==> src/rtl/pong_pkg.sv <==
// Shared types and default parameters for the pong game-flow sequencer.
package pong_pkg;

   typedef enum logic [2:0] {
      ST_IDLE,
      ST_SERVE,
      ST_RALLY,
      ST_POINT,
      ST_OVER
   } pong_state_e;

   localparam int SCORE_BITS_DEF   = 3;
   localparam int WIN_SCORE_DEF    = 7;
   localparam int SERVE_FRAMES_DEF = 60;
   localparam int POINT_FRAMES_DEF = 30;

   // Frame counter must hold the longer of the two intervals.
   function automatic int frame_cnt_width(input int serve_frames, input int point_frames);
      int longest;
      longest = (serve_frames > point_frames) ? serve_frames : point_frames;
      return $clog2(longest + 1);
   endfunction

   localparam int FRAME_CNT_W_DEF = frame_cnt_width(SERVE_FRAMES_DEF, POINT_FRAMES_DEF);

endpackage

==> src/rtl/pong_frame_timer.sv <==
// Frame-tick down-counter: load sets the interval, done pulses on the tick
// that takes the count from 1 to 0.
module pong_frame_timer #(
   parameter int CNT_W = 6
) (
   input  logic             clk,
   input  logic             rst_n,
   input  logic             load,
   input  logic [CNT_W-1:0] load_val,
   input  logic             frame_tick,
   output logic             done
);

   logic [CNT_W-1:0] cnt_q;
   logic [CNT_W-1:0] cnt_d;

   // Load wins over a coincident tick, so a tick in the load cycle is not counted.
   always_comb begin
      cnt_d = cnt_q;
      if (load) begin
         cnt_d = load_val;
      end else if (frame_tick && (cnt_q != '0)) begin
         cnt_d = cnt_q - CNT_W'(1);
      end
   end

   // NOTE: sequential state uses non-blocking assignments so every flop samples
   // pre-edge values; blocking here would create simulation/synthesis mismatches.
   always_ff @(posedge clk or negedge rst_n) begin
      if (!rst_n) begin
         cnt_q <= '0;
      end else begin
         cnt_q <= cnt_d;
      end
   end

   assign done = frame_tick && (cnt_q == CNT_W'(1));

endmodule

==> src/rtl/pong_game_ctrl.sv <==
// Pong game-flow sequencer: serve/rally/point timing, scores and game over.
// Optional attract (demo) play in IDLE is enabled by defining PONG_ATTRACT_EN.
module pong_game_ctrl
   import pong_pkg::*;
#(
   parameter int SCORE_BITS   = SCORE_BITS_DEF,
   parameter int WIN_SCORE    = WIN_SCORE_DEF,
   parameter int SERVE_FRAMES = SERVE_FRAMES_DEF,
   parameter int POINT_FRAMES = POINT_FRAMES_DEF
) (
   input  logic                  clk,
   input  logic                  rst_n,
   input  logic                  frame_tick,
   input  logic                  start,
   input  logic                  score_reset,
   input  logic                  miss_l,
   input  logic                  miss_r,
   output logic                  ball_run,
   output logic                  ball_load,
   output logic                  serve_left,
   output logic [SCORE_BITS-1:0] score_l,
   output logic [SCORE_BITS-1:0] score_r,
   output logic                  game_over,
   output logic                  winner_left
);

   localparam int                    CNT_W    = frame_cnt_width(SERVE_FRAMES, POINT_FRAMES);
   localparam logic [SCORE_BITS-1:0] WIN_VAL  = SCORE_BITS'(WIN_SCORE);
   localparam logic [CNT_W-1:0]      SERVE_LD = CNT_W'(SERVE_FRAMES);
   localparam logic [CNT_W-1:0]      POINT_LD = CNT_W'(POINT_FRAMES);

   pong_state_e state_q, state_d;

   logic                  start_q;
   logic                  ball_run_q, ball_run_d;
   logic                  ball_load_q, ball_load_d;
   logic                  serve_left_q, serve_left_d;
   logic [SCORE_BITS-1:0] score_l_q, score_l_d;
   logic [SCORE_BITS-1:0] score_r_q, score_r_d;
   logic                  game_over_q, game_over_d;
   logic                  winner_left_q, winner_left_d;

   logic                  start_rise;
   logic                  new_game;
   logic                  right_pt;
   logic                  left_pt;
   logic [SCORE_BITS-1:0] score_l_inc;
   logic [SCORE_BITS-1:0] score_r_inc;
   logic                  timer_load;
   logic [CNT_W-1:0]      timer_val;
   logic                  timer_done;

   assign start_rise = start && !start_q;
   assign new_game   = start_rise && ((state_q == ST_IDLE) || (state_q == ST_OVER));

   // A miss on the left paddle scores for the right; miss_l wins a tie.
   assign right_pt = (state_q == ST_RALLY) && miss_l;
   assign left_pt  = (state_q == ST_RALLY) && miss_r && !miss_l;

   assign score_l_inc = (score_l_q == WIN_VAL) ? score_l_q : score_l_q + SCORE_BITS'(1);
   assign score_r_inc = (score_r_q == WIN_VAL) ? score_r_q : score_r_q + SCORE_BITS'(1);

   pong_frame_timer #(
      .CNT_W(CNT_W)
   ) u_frame_timer (
      .clk       (clk),
      .rst_n     (rst_n),
      .load      (timer_load),
      .load_val  (timer_val),
      .frame_tick(frame_tick),
      .done      (timer_done)
   );

   always_ff @(posedge clk or negedge rst_n) begin
      if (!rst_n) begin
         state_q <= ST_IDLE;
      end else begin
         state_q <= state_d;
      end
   end

   // NOTE: every signal written in an always_comb gets a default first, so no
   // path leaves it unassigned and no latch is inferred.
   always_comb begin
      state_d = state_q;
      if (score_reset) begin
         state_d = ST_IDLE;
      end else begin
         case (state_q)
            ST_IDLE, ST_OVER: if (start_rise) state_d = ST_SERVE;
            ST_SERVE:         if (timer_done) state_d = ST_RALLY;
            ST_RALLY: begin
               if (right_pt) begin
                  state_d = (score_r_inc == WIN_VAL) ? ST_OVER : ST_POINT;
               end else if (left_pt) begin
                  state_d = (score_l_inc == WIN_VAL) ? ST_OVER : ST_POINT;
               end
            end
            ST_POINT:         if (timer_done) state_d = ST_SERVE;
            default:          state_d = ST_IDLE;
         endcase
      end
   end

   always_comb begin
      ball_load_d   = 1'b0;
      serve_left_d  = serve_left_q;
      score_l_d     = score_l_q;
      score_r_d     = score_r_q;
      winner_left_d = winner_left_q;
      timer_load    = 1'b0;
      timer_val     = '0;

      if (score_reset) begin
         score_l_d     = '0;
         score_r_d     = '0;
         winner_left_d = 1'b0;
         timer_load    = 1'b1;
      end else if (new_game) begin
         score_l_d     = '0;
         score_r_d     = '0;
         winner_left_d = 1'b0;
         ball_load_d   = 1'b1;
         timer_load    = 1'b1;
         timer_val     = SERVE_LD;
`ifdef PONG_ATTRACT_EN
      end else if ((state_q == ST_IDLE) && (miss_l || miss_r)) begin
         ball_load_d  = 1'b1;
         serve_left_d = !serve_left_q;
`endif
      end else if (right_pt) begin
         score_r_d    = score_r_inc;
         serve_left_d = 1'b0;
         if (score_r_inc == WIN_VAL) begin
            winner_left_d = 1'b0;
         end else begin
            timer_load = 1'b1;
            timer_val  = POINT_LD;
         end
      end else if (left_pt) begin
         score_l_d    = score_l_inc;
         serve_left_d = 1'b1;
         if (score_l_inc == WIN_VAL) begin
            winner_left_d = 1'b1;
         end else begin
            timer_load = 1'b1;
            timer_val  = POINT_LD;
         end
      end else if ((state_q == ST_POINT) && timer_done) begin
         ball_load_d = 1'b1;
         timer_load  = 1'b1;
         timer_val   = SERVE_LD;
      end

      ball_run_d  = (state_d == ST_RALLY);
`ifdef PONG_ATTRACT_EN
      ball_run_d  = ball_run_d || ((state_d == ST_IDLE) && !score_reset);
`endif
      game_over_d = (state_d == ST_OVER);
   end

   always_ff @(posedge clk or negedge rst_n) begin
      if (!rst_n) begin
         start_q       <= 1'b0;
         ball_run_q    <= 1'b0;
         ball_load_q   <= 1'b0;
         serve_left_q  <= 1'b0;
         score_l_q     <= '0;
         score_r_q     <= '0;
         game_over_q   <= 1'b0;
         winner_left_q <= 1'b0;
      end else begin
         start_q       <= start;
         ball_run_q    <= ball_run_d;
         ball_load_q   <= ball_load_d;
         serve_left_q  <= serve_left_d;
         score_l_q     <= score_l_d;
         score_r_q     <= score_r_d;
         game_over_q   <= game_over_d;
         winner_left_q <= winner_left_d;
      end
   end

   assign ball_run    = ball_run_q;
   assign ball_load   = ball_load_q;
   assign serve_left  = serve_left_q;
   assign score_l     = score_l_q;
   assign score_r     = score_r_q;
   assign game_over   = game_over_q;
   assign winner_left = winner_left_q;

endmodule

==> config.mk <==
export PLATFORM = sky130hd
export DESIGN_NAME = pong_game_ctrl
export DESIGN_NICKNAME = d
export VERILOG_FILES = /design/src/rtl/pong_pkg.sv /design/src/rtl/pong_frame_timer.sv /design/src/rtl/pong_game_ctrl.sv
export SDC_FILE = /design/constraint.sdc
export NUM_CORES = 1
export LEC_CHECK = 0
export ABC_CLOCK_PERIOD_IN_PS = 1500
export BUFFER_PORTS_ARGS = -buffer_cell sky130_fd_sc_hd__buf_2
export CAP_MARGIN = 40
export CELL_PAD_IN_SITES_DETAIL_PLACEMENT = 1
export CELL_PAD_IN_SITES_GLOBAL_PLACEMENT = 2
export CORE_UTILIZATION = 33
export CTS_BUF_LIST = sky130_fd_sc_hd__clkbuf_4
export DETAILED_ROUTE_END_ITERATION = 12
export PLACE_DENSITY = 0.88
export SYNTH_ARGS = -nofsm -noshare
export SYNTH_HDL_FRONTEND = slang
export SYNTH_SLANG_ARGS = --single-unit
==> constraint.sdc <==
create_clock -name clk -period 1.5 [get_ports clk]
set_input_delay 0.15 -clock clk [delete_from_list [all_inputs] [get_ports clk]]
set_output_delay 0.15 -clock clk [all_outputs]
set_load 0.01 [all_outputs]
Word level (Yosys, flattened, before mapping)
Cells that the tools add are included.
Widths: inputs -> output; s select.
{ "totals": {"input_bits": 7, "latchBits": 0, "mem_count": 0, "mem_bits_rw": 0, "regBits": 21, "elab_cells": 97, "rom_bits": 0, "out_inout_bits": 11} }
{ "classes": {"n_mul": 0, "bitwise": 2, "n_reduce_logical": 23, "shifts": 0, "div_mod_pow": 0, "eq_ne": 13, "mux": 46, "n_lt_le_gt_ge": 0, "n_addsub": 3} }
{ "op_table": {"columns": ["operator", "n"], "rows": [
  ["$mux 3", 17],
  ["$mux 6", 7],
  ["$mux 1", 19],
  ["$eq 3x3->1 const B", 6],
  ["$pmux 3 s4", 1],
  ["$mux 5", 2],
  ["$eq 3x2->1 const B", 3],
  ["$logic_and 1x1->1", 8],
  ["$reduce_bool 4->1", 2],
  ["$add 3x1->3 const B", 2],
  ["$eq 6x1->1 const B", 1],
  ["$reduce_and 3->1", 2],
  ["$reduce_bool 3->1", 2],
  ["$reduce_bool 6->1", 1],
  ["$sub 6x1->6 const B", 1],
  ["$ne 4x3->1 const B", 1],
  ["$reduce_bool 2->1", 2],
  ["$eq 3x1->1 const B", 1],
  ["$logic_not 3->1", 1],
  ["$ne 3x3->1 const B", 1],
  ["$logic_not 1->1", 2],
  ["$not 1->1", 2],
  ["$reduce_and 2->1", 1],
  ["$reduce_or 2->1", 1],
  ["$logic_or 1x1->1", 1]
]} }

Depth between registers and ports, before layout
Gate-level depths: netlist of the first run.
{ "depth": {"depth_word": 9, "mapped_depth": 7, "depth_no_buf": 7} }

By module
A second synthesis of the first run with hierarchy kept.
{ "unflattened": {"cells_unflattened": 131, "area_unflattened_um2": 1292.5} }
{ "by_module_without_submodules": {"columns": ["mod", "cells_each", "instances", "seq_area_each_um2", "area_per_inst_um2"], "rows": [
  ["pong_game_ctrl", 84, 1, 375.4, 867.1],
  ["pong_frame_timer", 47, 1, 150.1, 425.4]
]} }

Worst setup path before layout of the first run
OpenSTA, ideal clock, no wires.
{ "synth_path": {"path_type": "reg-to-reg", "from": "register score_r_q[0], in the netlist score_r[0]", "to": "register state_q[1]", "setup_slack_ns": -0.194, "setup_ns": 0.127, "period_less_slack_ns": 1.694, "t_arrival_ns": 1.567, "required_ns": 1.373, "path_buffers": 0, "path_stages_with_launch": 7, "cell_sequence": "dfrtp_1 > ha_1 > xnor2_1 > o21ai_0 > nand3_1 > a32oi_1 > a21oi_1"} }
{ "synth_via": {"elab_chain_len": 7, "elab_cells_between_ends": 8, "cone_classes": "add/sub (1); eq/ne (2); mux (5)"} }
{ "synth_rtl": {"columns": ["item", "line", "source"], "rows": [
  ["start: declaration", "pong_game_ctrl.sv:39", "logic [SCORE_BITS-1:0] score_r_q, score_r_d;"],
  ["start signal: assignment", "pong_game_ctrl.sv:178", "score_r_q <= score_r_d;"],
  ["$add 3x1->3 / $eq 3x3->1 (equally long branches)", "pong_game_ctrl.sv:61", "assign score_r_inc = (score_r_q == WIN_VAL) ? score_r_q : score_r_q + SCORE_BITS'(1);"],
  ["$mux 3 (*)", "pong_game_ctrl.sv:61", null],
  ["$eq 3x3->1 (*)", "pong_game_ctrl.sv:94", "state_d = (score_r_inc == WIN_VAL) ? ST_OVER : ST_POINT;"],
  ["$mux 3 (*)", "pong_game_ctrl.sv:94", null],
  ["$mux 3 (*)", "pong_game_ctrl.sv:93", "if (right_pt) begin"],
  ["$pmux 3 s4 (*)", "pong_game_ctrl.sv:89", "case (state_q)"],
  ["$mux 3 (*)", "pong_game_ctrl.sv:86", "if (score_reset) begin"],
  ["named net state_d[1]", "pong_game_ctrl.sv:32", "pong_state_e state_q, state_d;"],
  ["end signal: assignment", "pong_game_ctrl.sv:78", "state_q <= state_d;"],
  ["end: declaration", "pong_game_ctrl.sv:32", null]
]} }
The timed path passes the listed nets; every way through them passes the cells marked *.
A chain may end at the register's enable or synchronous reset.

Final worst setup path of the first run
{ "layout_path": {"from": "register score_l_q[0], in the netlist score_l[0]", "to": "register u_frame_timer.cnt_q[1]"} }
{ "layout_via": {"elab_chain_len": 9, "elab_cells_between_ends": 16, "cone_classes": "add/sub (1); eq/ne (2); mux (12); reduce/logical (1)"} }
{ "layout_rtl": {"columns": ["item", "line", "source"], "rows": [
  ["start: declaration", "pong_game_ctrl.sv:38", "logic [SCORE_BITS-1:0] score_l_q, score_l_d;"],
  ["start signal: assignment", "pong_game_ctrl.sv:177", "score_l_q <= score_l_d;"],
  ["$add 3x1->3 / $eq 3x3->1 (equally long branches)", "pong_game_ctrl.sv:60", "assign score_l_inc = (score_l_q == WIN_VAL) ? score_l_q : score_l_q + SCORE_BITS'(1);"],
  ["$mux 3 (*)", "pong_game_ctrl.sv:60", null],
  ["$eq 3x3->1 (*)", "pong_game_ctrl.sv:143", "if (score_l_inc == WIN_VAL) begin"],
  ["$mux 5 / $mux 1 (equally long branches)", "pong_game_ctrl.sv:143", null],
  ["$mux 6 / $mux 1 (equally long branches)", "pong_game_ctrl.sv:140", "end else if (left_pt) begin"],
  ["$mux 6 / $mux 1 (equally long branches)", "pong_game_ctrl.sv:131", "end else if (right_pt) begin"],
  ["$mux 6 / $mux 1 (equally long branches)", "pong_game_ctrl.sv:119", "end else if (new_game) begin"],
  ["$mux 6 / $mux 1 (equally long branches)", "pong_game_ctrl.sv:114", "if (score_reset) begin"],
  ["$mux 6 / $reduce_bool 2->1 (equally long branches)", null, null],
  ["end signal: assignment", "pong_frame_timer.sv:33", "cnt_q <= cnt_d;"],
  ["end: declaration", "pong_frame_timer.sv:14", "logic [CNT_W-1:0] cnt_q;"]
]} }
Every way passes the cells marked *; elsewhere a longest branch is shown, timed or not.

==> results of run 1 <==
logic make-up after synthesis:
group | after synthesis
DFF | 21
buffers and inverters | 4
AOI/OAI and AO/OA | 26
adders and majority gates | 5
muxes | 3
and+or+nand+nor | 42
xor gates and xnor gates | 10
power groups by stage:
stage	Sequential (W)	Clock, W	Combinational, W
floorplan	0.000688	0	0.000254
global placement	0.000678	0	0.000436
detailed placement	0.000683	0	0.000461
CTS	0.000673	0.000315	0.000499
global route	0.000679	0.000339	0.000603
finish	0.000674	0.000308	0.000552
critical path, delay by kind of cell, from the launching register on:
| kind | cells | cell delay [ns] |
|---|---|---|
| compound gates | 4 | 0.84 |
| flops | 1 | 0.44 |
| fa+ha+maj | 1 | 0.27 |
| simple gates | 1 | 0.07 |
synth_stat cells, drive strengths merged:
library cell and number:
and4 1, o21ai 6, dfrtp 21, a211oi 2, o31ai 2, xnor2 6
and3 1, o32a 2, nor2b 1, nand3 2, mux2 1, a31oi 3
o22ai 1, ha 5, inv 3, nor3 2, and2 1, o22a 1
nor3b 2, nand2 7, nor2 13, nand4 2, a21oi 6, mux2i 2
a21o 1, a21boi 1, nand2b 5, xor2 4, nor4 2, nand3b 1
and2b 1, or2 1, buf 1, a32oi 1
sequential cells by signal (all words and copies together) (netlist names):
| register | cells |
|---|---|
| state_q | 3 |
| serve_left | 1 |
| winner_left | 1 |
| ball_load | 1 |
| score_r | 3 |
| u_frame_timer.cnt_q | 6 |
| game_over | 1 |
| score_l | 3 |
| start_q | 1 |
| ball_run | 1 |
final cells by class:
class,instances,area [sq um]
Tap cell,44,55.1
Multi-Input combinational cell,86,783
Inverter,3,11.3
Timing Repair Buffer,53,372
Clock buffer,4,30.0
Sequential cell,21,532
Fill cell,362,1370
worst paths after layout:
check,from,endpoint,slack [ns]
worst min register to register,serve_left,serve_left,0.51
min in group asynchronous,rst_n,u_frame_timer.cnt_q[5],0.33
worst min-delay path,score_reset,ball_load,0.08
max in group asynchronous,rst_n,score_l[0],0.79
worst max-delay path,score_l[0],u_frame_timer.cnt_q[1],-0.20
worst max register to register,score_l[0],u_frame_timer.cnt_q[1],-0.20
timing repair:
| action | in CTS | in global routing |
|---|---|---|
| cloned | 0 | 0 |
| pin swaps | 16 | 12 |
| setup endpoints to repair | 12 | 17 |
| setup buffers | 4 | 6 |
| resized for setup | 11 | 16 |
| endpoints found under the hold margin | 22 | 0 |
| hold buffers | 2 | 0 |
through the flow:
stage | std cells | worst slack (ns) | area, sq um
6_report | 211 | -0.201 | 1780
5_1_grt | 211 | -0.292 | 1780
4_1_cts | 206 | -0.116 | 1670
3_3_place_gp | 196 | -0.160 | 1540
3_5_place_dp | 196 | -0.130 | 1540
2_1_floorplan | 111 | -0.0237 | 1210
layer usage:
| layer | vias up | wire length (um) | GRT usage (%) |
|---|---|---|---|
| met5 | - | 0 | 0 |
| met4 | 0 | 37 | 7.47 |
| met3 | 4 | 53 | 2.77 |
| met2 | 15 | 2010 | 34.4 |
| met1 | 580 | 1630 | 26.4 |
| li1 | 510 | - | - |
==> impl_metrics.ini, run 1 <==
[worst_setup_path]
worst_ep_required_time_ns = 1.73
critPathArrivalTime_ns = 1.93
cp-start-kind = flop
slowest_delay_ns = 0.44
end_kind = flop
reg2reg_depth = 6
cp_slowest_cell = dfrtp_2
crit_type = reg -> reg
crit_chain = ha_4 > nand2b_1 > o21ai_2 > o21ai_2 > o32a_1 > o22ai_1
crit_path_max_fanout = 3
cpMostUsedCell = o21ai_2

[sta]
setup_tns_ns = -1.14
tightestPinTransition_ns = 0.513
hold_violations = 0
skew_ns = 0.00218
holdWs_ns = 0.0758
min_period_over_period_pct = 113
rsz0062_at_grt = yes
setup_viol = 13
slew_viol_final = 0
min_period_ns = 1.70
fmax_mhz = 588
maxSlewHeadroom_pct = 65.8
final.setup.worst_slack_ns = -0.201

[drt]
drc_errors = 0
drt-wirelength-per-cell_um = 17.7
vias = 1109
dr.pass1.iters = 4
routed_wl_um = 3730
drtIter0Drc = 26
viasPerCell = 5.26
ant_nets = 0

[synthesis]
netlist_top_cells_area = dfrtp_1 (46%), ha_1 (5.5%), xnor2_1 (4.6%), nor2_1 (4.3%), xor2_1 (3.1%)
synth_compound_area_share_pct = 15.9
yosysSeqAreaShare_pct = 46.1
synth_fa_ha_area_share_pct = 5.49
synth-seq-cells = 21
yosysTopAreaCell = dfrtp_1
synth_top_family_by_area = simple AND/OR/NAND/NOR gates
yosysWarnings = 0
syn_area_per_cell_sq_um = 10.3
yosys.area_share.xor_xnor_pct = 7.68
yosysTopAreaCellShare_pct = 46.1
synthSimpleGateAreaFrac_pct = 20.6
netlist_area_sq_um = 1140
synthMuxAreaShare_pct = 2.74
ys_types = 38
synth_fp_nets = 123
syn_inst = 111

[clock_network]
clk_latency_ns = 0.31
ctsRootBufferMaster = clkbuf_4
cts_tree = built
htreeDepth = 1
cts.sinks = 21
cts_buffers = 3
cts_buffer_depth = 2
clkTransAtPathRegs_ns = 0.12

[place]
numPortBuffers = 17
place_hpwl_um = 2340
place_congestion = 0.758

[run]
maxCapViolations = 0

[hold_path]
worst_hold_path.num_cells = 2
hp-class = in -> reg

[global_routing]
grt_start_max_net_pins = 22
grt_util_all_layers_pct = 20.3
globalRoute.totalOverflow = 0
grt_pass1_wl_um = 5450
grt_pass1_vias = 1143
antenna_found_initial = 0

[floorplanning]
core.rowCount = 20
die_w_um = 60.8
core-area_sq_um = 3150
start_util_pct = 36.2
die_height_um = 60.8
io_pins = 18
die-area_sq_um = 3690

[power]
swShare_pct = 33.3
powerDensity_nw_per_um2 = 861
p_sw_w = 0.000511
comb_power_share_pct = 36.0
seqPwrFrac_pct = 44.0
internal-power_w = 0.00102
p_clk_share_pct = 20.1
leakage_nw = 0.807
ir_worst_vdd_mv = 0.324
finalPower_w = 0.00153

[cells_and_area]
antenna-diode-count = 0
mostFrequentLayoutCells = buf_4 (31), buf_2 (17), dfrtp_1 (16)
layout_commonest_cell = buf_4
finalNetCount = 180
final_core_util_pct = 56.5
drive_gt1_share_pct = 54.5
area_growth_pct = 56.4

[outcome]
violations = setup timing
status = finished, violations left
Power figures use the tool's default switching activity.
==> inputs of run 2 (changes only) <==
Settings changed: CELL_PAD_IN_SITES_GLOBAL_PLACEMENT 2 to 1, CORE_MARGIN from default to 4, CORE_UTILIZATION 33 to 40, PLACE_DENSITY 0.88 to 0.87.
==> run 2 against run 1 <==
Effect of this change:
- the flow still finishes with violations (setup timing)
- cell area is 4.9% lower
- clock skew up 0.014 ns
- count of clock-buffer cells in the layout shrank 1
- non-clock buffer count shrank 5
- register-to-register slack got worse by 0.03 ns
- utilization increased by 5.5 points
- total power fell by 4.1%
- die area is 2.0% higher
- via count down 4.8%
- fmax down 1.6%
- sequential share of layout area rose by 1.5 points
- global-route usage shrank 0.15 points
==> impl_metrics.ini, run 2 (synthesized netlist as in run 1, its figures left out) <==
[outcome]
status = finished, violations left
violations = setup timing

[worst_setup_path]
crit_path_max_fanout = 4
end_kind = flop
worst_ep_required_time_ns = 1.72
crit_path_start = u_frame_timer.cnt_q[0]
cp-start-kind = flop
critPathArrivalTime_ns = 1.95
crit_type = reg -> reg
r2r-start = u_frame_timer.cnt_q[0]

[power]
ir_worst_vdd_mv = 0.766
powerDensity_nw_per_um2 = 868
leakage_nw = 0.769

[clock_network]
htreeDepth = 1
ctsRootBufferMaster = clkbuf_4
cts.sinks = 21
clkTransAtPathRegs_ns = 0.11
cts_buffer_depth = 2
cts_buffers = 3
clk_latency_ns = 0.31
cts_tree = built

[floorplanning]
core.rowCount = 19
die_w_um = 61.4
io_pins = 18
start_util_pct = 41.7
die-area_sq_um = 3770
core-area_sq_um = 2730
die_height_um = 61.4

[cells_and_area]
n_fill_cell = 304
layout_commonest_cell = buf_4
multi_input_area_sq_um = 761
mostFrequentLayoutCells = buf_4 (28), dfrtp_1 (17), buf_2 (17)
final_core_util_pct = 62.0
largest_register_ffs = 6
area_growth_pct = 48.7
drive_gt1_share_pct = 51.2
antenna-diode-count = 0
finalNetCount = 175
largest_register = u_frame_timer.cnt_q
regArea_sq_um = 531

[sta]
fmax_mhz = 579
slew_viol_final = 0
maxSlewHeadroom_pct = 66.6
tightestPinTransition_ns = 0.496
min_period_over_period_pct = 115
final.setup.worst_slack_ns = -0.228
hold_violations = 0
rsz0062_at_grt = yes
skew_ns = 0.0159
min_period_ns = 1.73
setup_viol = 16
setup_tns_ns = -1.48

[global_routing]
globalRoute.totalOverflow = 0
grt_util_met3_pct = 2.31
busiest_layer = met2
grt_start_max_net_pins = 22
grt_util_all_layers_pct = 20.1
grt_pass1_vias = 1159
grt_pass1_wl_um = 5570
antenna_found_initial = 0
grtUsageMet1_pct = 25.4
met2_usage_pct = 34.4

[drt]
vias = 1056
ant_nets = 0
viasPerCell = 5.47
drtIter0Drc = 41
routed_wl_um = 3680
dr.pass1.iters = 4
drc_errors = 0
drt-wirelength-per-cell_um = 19.0

[hold_path]
hp-start = score_reset
hp-class = in -> reg

[place]
numPortBuffers = 17
place_hpwl_um = 2260
place_congestion = 0.781

[run]
maxCapViolations = 0
run 2: layer usage:
metal / part of all wire [%] / vias up
li1: - / 499
met4: 1.3 / 0
met2: 53 / 19
met5: 0 / -
met1: 44 / 532
met3: 1.9 / 6
run 2: stage by stage:
stage                     std cells  hold slack, ns  setup WS [ns]  area, sq um  power [W]
after floorplan                 111          -0.146        -0.0237         1210   0.000941
after global placement          179           0.130         -0.167         1490    0.00108
after detailed placement        179           0.143         -0.168         1490    0.00111
after CTS                       190          0.0936         -0.127         1630    0.00142
after global routing            193          0.0922         -0.327         1700    0.00156
final                           193           0.110         -0.228         1700    0.00147
run 2: path summary, 6_finish.rpt:
path,depth (start not counted),endpoint,slack (ns)
setup / recovery,5,u_frame_timer.cnt_q[5],-0.23
hold / removal,2,u_frame_timer.cnt_q[3],0.11
setup reg to reg,5,u_frame_timer.cnt_q[5],-0.23
hold reg to reg,1,serve_left,0.51
max in group asynchronous,2,score_r[1],0.86
min in group asynchronous,2,serve_left,0.30
run 2: area by class of cell:
cell class                      count  area share, %
Clock buffer                        3           1.33
Clock inverter                      1          0.295
Inverter                            3          0.664
Multi-Input combinational cell     86           44.9
Sequential cell                    21           31.3
Tap cell                           31           2.29
Timing Repair Buffer               48           19.3
run 2: repair_timing:
item / in CTS / in global routing
gates resized for setup: 10 / 9
setup buffers: 5 / 3
hold buffers: 2 / 0
endpoints found under the hold margin: 22 / 0
pin swaps: 11 / 6
setup endpoints to repair: 11 / 20
run 2: where the power goes:
group	internal [W]	leakage, nW	total (W)	switching, W
Clock	0.0000995	0.0177	0.000283	0.000184
Combinational	0.000248	0.474	0.000503	0.000255
Sequential	0.000617	0.277	0.000686	0.0000688
Total	0.000964	0.769	0.00147	0.000508
run 2: critical path: stages, from the launching register on:
cell and delay (ns):
dfrtp_1 0.45, nor3_1 0.39, nor3b_1 0.33, xnor2_1 0.10, and3_1 0.19, a211oi_2 0.19
